--- config.mk ---
export PLATFORM = sky130hd
export DESIGN_NAME = streambuf_in
export DESIGN_NICKNAME = d
export VERILOG_FILES = /design/src/rtl/streambuf_in.sv
export SDC_FILE = /design/constraint.sdc
export NUM_CORES = 1
export LEC_CHECK = 0
export ABC_AREA = 1
export CORE_UTILIZATION = 48
export DETAILED_ROUTE_END_ITERATION = 8
export PLACE_DENSITY_LB_ADDON = 0.3
export SKIP_LAST_GASP = 1
export SLEW_MARGIN = 20
export SYNTH_ARGS = -nofsm -noshare
export SYNTH_HDL_FRONTEND = slang
export SYNTH_SLANG_ARGS = --single-unit
--- constraint.sdc ---
create_clock -name clk -period 2 [get_ports clk]
set_clock_uncertainty 0.2 [all_clocks]
set_input_delay 0.3 -clock clk [delete_from_list [all_inputs] [get_ports clk]]
set_output_delay 0.3 -clock clk [all_outputs]
set_load 0.005 [all_outputs]
--- src/rtl/streambuf_in.sv ---
// rtl/streambuf_in.sv - input stream buffer collecting a DEPTH-word frame for parallel hand-off
// Optional STREAMBUF_IN_LAST_EN adds in_last/short_frame for early-terminated, zero-filled frames.
module streambuf_in #(
    parameter int DATA_WIDTH = 16,
    parameter int ADDR_WIDTH = 2
) (
    input  logic                                  clk,
    input  logic                                  rst,
    input  logic                                  in_valid,
    input  logic [DATA_WIDTH-1:0]                 in_data,
    output logic                                  in_ready,
    output logic                                  frame_valid,
    output logic [(2**ADDR_WIDTH)*DATA_WIDTH-1:0] frame_data,
    input  logic                                  frame_ack,
`ifdef STREAMBUF_IN_LAST_EN
    input  logic                                  in_last,
    output logic                                  short_frame,
`endif
    output logic [ADDR_WIDTH:0]                   count
);

    localparam int DEPTH = 2 ** ADDR_WIDTH;

    typedef enum logic {
        FILL = 1'b0,
        HOLD = 1'b1
    } state_e;

    state_e                  state_q, state_d;
    logic [ADDR_WIDTH-1:0]   wptr_q, wptr_d;
    logic [ADDR_WIDTH:0]     count_q, count_d;
    logic [DATA_WIDTH-1:0]   mem_q [DEPTH];
    logic [DATA_WIDTH-1:0]   mem_d [DEPTH];
`ifdef STREAMBUF_IN_LAST_EN
    logic                    short_q, short_d;
`endif
    logic                    accept;

    // Gated by rst so the upstream never sees a handshake while reset is held.
    assign in_ready    = (state_q == FILL) && rst;
    assign frame_valid = (state_q == HOLD);
    assign count       = count_q;
    assign accept      = in_valid && in_ready;
`ifdef STREAMBUF_IN_LAST_EN
    assign short_frame = short_q;
`endif

    for (genvar g = 0; g < DEPTH; g++) begin : g_frame
        assign frame_data[g*DATA_WIDTH +: DATA_WIDTH] = mem_q[g];
    end

    always_comb begin
        state_d = state_q;
        wptr_d  = wptr_q;
        count_d = count_q;
        mem_d   = mem_q;
`ifdef STREAMBUF_IN_LAST_EN
        short_d = short_q;
`endif
        case (state_q)
            FILL: begin
                if (accept) begin
                    mem_d[wptr_q] = in_data;
                    wptr_d        = wptr_q + 1'b1;
                    count_d       = count_q + 1'b1;
                    if (wptr_q == ADDR_WIDTH'(DEPTH - 1)) begin
                        state_d = HOLD;
                    end
`ifdef STREAMBUF_IN_LAST_EN
                    else if (in_last) begin
                        // Early close: pad the unused tail so the core sees a full frame.
                        for (int i = 0; i < DEPTH; i++) begin
                            if (ADDR_WIDTH'(i) > wptr_q) begin
                                mem_d[i] = '0;
                            end
                        end
                        wptr_d  = '0;
                        count_d = (ADDR_WIDTH+1)'(DEPTH);
                        short_d = 1'b1;
                        state_d = HOLD;
                    end
`endif
                end
            end
            HOLD: begin
                if (frame_ack) begin
                    state_d = FILL;
                    count_d = '0;
`ifdef STREAMBUF_IN_LAST_EN
                    short_d = 1'b0;
`endif
                end
            end
            default: state_d = FILL;
        endcase
    end

    always_ff @(posedge clk) begin
        if (!rst) begin
            state_q <= FILL;
            wptr_q  <= '0;
            count_q <= '0;
            mem_q   <= '{default: '0};
`ifdef STREAMBUF_IN_LAST_EN
            short_q <= 1'b0;
`endif
        end else begin
            state_q <= state_d;
            wptr_q  <= wptr_d;
            count_q <= count_d;
            mem_q   <= mem_d;
`ifdef STREAMBUF_IN_LAST_EN
            short_q <= short_d;
`endif
        end
    end

endmodule

* Word-level counts from Yosys, hierarchy flattened *
Cells that the tools add are included.

word-level totals
  output and inout bits = 69
  register bits after elaboration = 70
  word-level logic and storage cells = 31

cells by class
  bitwise gates (word level) = 2
  equality and inequality tests = 3
  reduce and logical (&&, ||, !) cells = 5
  multiplexer cells = 10
  add/sub/neg operators = 2
  order comparisons = 2

operators with widths
  kind                                                                   number
  64-bit bitwise mux                                                     1
  16-bit demux with 2-bit select                                         1
  16-bit 2-to-1 mux                                                      1
  3-bit 2-to-1 mux                                                       2
  3-bit case mux with 2 select lines                                     1
  2-bit != test (second input constant)                                  2
  2-bit AND reduction                                                    2
  3-bit by 1-bit adder with 3-bit output (second input constant)         1
  3-bit greater-or-equal comparator (second input constant)              1
  1-bit logical AND                                                      3
  3-bit by 1-bit < comparator with 1-bit output (second input constant)  1
  1-bit 2-to-1 mux                                                       3
  2-bit NOT with 3-bit output                                            1
  2-bit by 1-bit adder with 2-bit output (second input constant)         1
  2-bit equality test (second input constant)                            1
  1-bit case mux with 2 select lines                                     1
  1-bit NOT                                                              1

* Depth between registers and ports, before layout *
  word-level depth = 6
  depth in mapped cells = 8
  gate-level depth less buffers = 7

* Least setup slack after synthesis *
OpenSTA, ideal clock, no wires.

  path kind = input -> register
  start = input port rst
  end = register mem_q, in the netlist frame_data[54]
  buffers on the path = 2
  arrival = 1.076 ns
  path slack = 0.611 ns
  stages = 7
  cell sequence = buf_4 inv_2 nor2_8 nand3_4 buf_2 nor2_1 nor2_1

on the way
  word-level cells in the longest chain between the ends = 3

ends and longest elaborated chain
  item                           line  RTL
  start: declaration             8     input logic rst,
  1-bit logical AND              40    assign in_ready = (state_q == FILL) && rst;
  net in_ready                   11    output logic in_ready,
  1-bit logical AND              43    assign accept = in_valid && in_ready;
  2-bit AND reduction (no line)  n/a
  end signal: assignment         111   mem_q <= mem_d;
  end: declaration               32    logic [DATA_WIDTH-1:0] mem_q [DEPTH];

The timed path passes the listed nets, and every way through them passes these cells.
A chain may end at the register's enable or synchronous reset.

* Worst setup path after layout *
  start = register state_q, in the netlist frame_valid
  end = output port frame_valid

RTL lines
  item                      line  RTL
  start: declaration        29    state_e state_q, state_d;
  start signal: assignment  108   state_q <= state_d;
  end: declaration          12    output logic frame_valid,

No word-level cell between the ends.

==> impl_metrics.csv <==
group,metric,value,unit
global_route,antenna_found_initial,0,
final_layout,syn2layout_area_growth,36.25,%
global_route,grt_pass1_wl,11400,µm
worst_setup_path,path_class,"reg2out",
final_layout,layout_commonest_cell,"nand2_1",
final_layout,fillers,506,
timing,setup_viol,0,
placement,place_hpwl,4839,µm
yosys,syn_inst,450,
worst_setup_path,rr_worst_depth,6,
final_layout,layout_common_cells,"139 x nand2_1, 128 x nor2_1, 87 x clkdlybuf4s50_1",
pwr,p_clk_frac,0.429,
clock_network,clock_sinks,70,
clock_network,cts-root-buf,"clkbuf_8",
final_layout,antenna_cells,0,
yosys,synth_area_leaders,"dfxtp_1 46%, nand2_1 17%, nor2_1 16%",
pwr,swShare,0.2305,
yosys,ys_seq_area_frac,0.4619,
worst_setup_path,r2r-end,"frame_data[53]$_SDFFE_PN0P_",
worst_setup_path,max_stage_delay,0.57,ns
yosys,synth.largest_area_cell,"dfxtp_1",
worst_setup_path,end_kind,"primary output",
pwr,seq_power_share,0.458,
yosys,avgSynthCellArea,6.743,µm²
global_route,overflow,0,
floorplanning,num_rows,28,
worst_setup_path,startpoint,"frame_valid$_SDFF_PN0_",
worst_setup_path,required,1.50,ns
worst_setup_path,rr_startpoint,"frame_valid$_SDFF_PN0_",
clock_network,cts_made_buffers,9,
final_layout,drive_gt1_frac,0.05390,
outcome,status,"finished clean",
min_path,hp-class,"in2reg",
route,wl_per_cell,11.63,µm
pwr,max-vdd-ir-drop,0.6344,mV
yosys,yosysWarnings,0,
pwr,switchingPower,0.0007460,W
run,cap_violations,0,
final_layout,finalNetCount,558,
timing,tightestPinTransition,0.4690,ns
placement,port_buffers,88,
clock_network,cts_resized,0,
final_layout,fin_area,0.004134,mm²
worst_setup_path,path_depth,1,
yosys,synth.net_count,475,
placement,place_area,0.003880,mm²
worst_setup_path,path_max_fanout,5,
yosys,ys_types,17,
route,antenna_left,0,
route,firstDrtPassIters,7,
route,route.vias.total,2703,
global_route,grt.total_usage,0.2327,
floorplanning,coreArea,0.006026,mm²
clock_network,clockBufferDepth,2,
timing,relSlewSlack,0.6873,
floorplanning,die_area,0.006643,mm²
route,drt_wl_total,7127,µm
worst_setup_path,crit_end,"frame_valid",
timing,rsz0062_at_grt,"false",
timing,finalHoldViolations,0,
route,drc,0,
timing,period_needed,1.907,ns
global_route,grt_pass1_vias,2474,
pwr,powerDensity,783.1,mW/mm²
yosys,synth_area,0.003034,mm²
worst_setup_path,critPathTopFamily,"buffers and inverters",
worst_setup_path,ff2ff_setup_slack,0.37,ns
yosys,synth_top_cell_area_share,0.4619,
placement,gp_congestion,0.7627,
floorplanning,die_h,81.51,µm
worst_setup_path,cp.buffers_inverters,1,
clock_network,insertion_delay,0.33,ns
global_route,grt_max_degree,48,
pwr,p_int,0.002491,W
worst_setup_path,cp_cell_sequence,"clkdlybuf4s50_1",
timing,slew_viol_final,0,
worst_setup_path,cp_slowest_cell,"clkdlybuf4s50_1",
timing,max_freq,0.5244,GHz
floorplanning,io_pins,89,
route,vias_per_cell,4.409,
timing,fin_tns_setup,0,ns
route,drtIter0Drc,131,
timing,finalCritPeriodShare,0.9535,
clock_network,cts_max_level,3,
worst_setup_path,arrival,1.41,ns
clock_network,cts_tree,"done",
floorplanning,start_util,0.5035,
pwr,p_leak,2.091,nW
floorplanning,die_w,81.51,µm
clock_network,clkTransAtPathRegs,0.07,ns
pwr,combinationalPowerShare,0.113,
yosys,synth_seq_cells,70,
worst_setup_path,critPathLaunchType,"flip-flop",
[cell families after synthesis]
logic type	after synthesis	synth area share
compound gates	7	0.01155
simple gates	276	0.3687
buf+inv	92	0.1373
flops	70	0.4619
fa+ha+maj	5	0.02062
[final cells by class]
class	instances	area [µm²]	share of cell area
clock buffers	10	137.6	0.03329
clock inverters	6	108.9	0.02633
repair buffers	92	905.9	0.2191
flip-flops and latches	70	1401	0.3390
inverters	72	270.3	0.06538
well taps	75	93.84	0.02270
multi-input cells	288	1216	0.2942
[how the worst min path moves through the flow]
stage	startpoint	to	slack, ns	depth (start not counted)
final	rst	frame_valid$_SDFF_PN0_	0.06	3
after global routing	rst	frame_valid$_SDFF_PN0_	0.07	3
after CTS	rst	frame_valid$_SDFF_PN0_	0.05	3
after detailed placement	count[1]$_SDFFE_PN0P_	count[1]$_SDFFE_PN0P_	0.29	2
after global placement	count[1]$_SDFFE_PN0P_	count[1]$_SDFFE_PN0P_	0.28	2
after floorplan	in_data[0]	frame_data[0]$_SDFFE_PN0P_	0.23	2
[synthesized netlist by cell type]
library cell  number
nand2_1          139
nor2_1           128
inv_1             71
dfxtp_1           70
buf_6              8
buf_2              6
clkbuf_1           5
ha_1               5
nand3_4            4
o21ai_0            4
a21oi_1            3
nand3_1            2
buf_4              1
inv_2              1
nand3_2            1
nor2_8             1
or2_2              1
[layer usage]
metal | wire, µm | track usage
met1 | 3246 | 0.2756
met2 | 3182 | 0.3900
met3 | 619 | 0.09000
met4 | 79 | 0.06429
met5 | 0 | 0
[per-stage QoR]
step                  util  cells  power, W  setup slack (ns)  hold slack [ns]
detailed placement  0.6439    596  0.001877            0.1224           0.2927
global placement    0.6439    596  0.001868            0.1908           0.2772
CTS                 0.6860    613  0.003257           0.08020          0.05390
global route        0.6860    613  0.003365           0.05525          0.07078
finish              0.6860    613  0.003237           0.09296          0.06469
floorplan                -    450  0.001685            0.6109           0.2349
[what timing repair did]
item / CTS / global route
hold buffers: 0 / 0
buffers inserted: 1 / 0
endpoints found under the setup margin: 1 / 0
hold endpoints to repair: 0 / 0
[state kept, by name, summed over array words and instances (netlist names)]
| signal | count |
|---|---|
| count | 3 |
| frame_valid | 1 |
| wptr_q | 2 |
| frame_data | 64 |
[power groups by stage]
stage	Clock [W]	Combinational, W	Sequential, W
finish	0.00139	0.000366	0.00148
global route	0.00147	0.000410	0.00149
CTS	0.00141	0.000367	0.00148
detailed placement	0	0.000362	0.00151
global placement	0	0.000355	0.00151
floorplan	0	0.000169	0.00152
(Power assumes the default switching activity.)
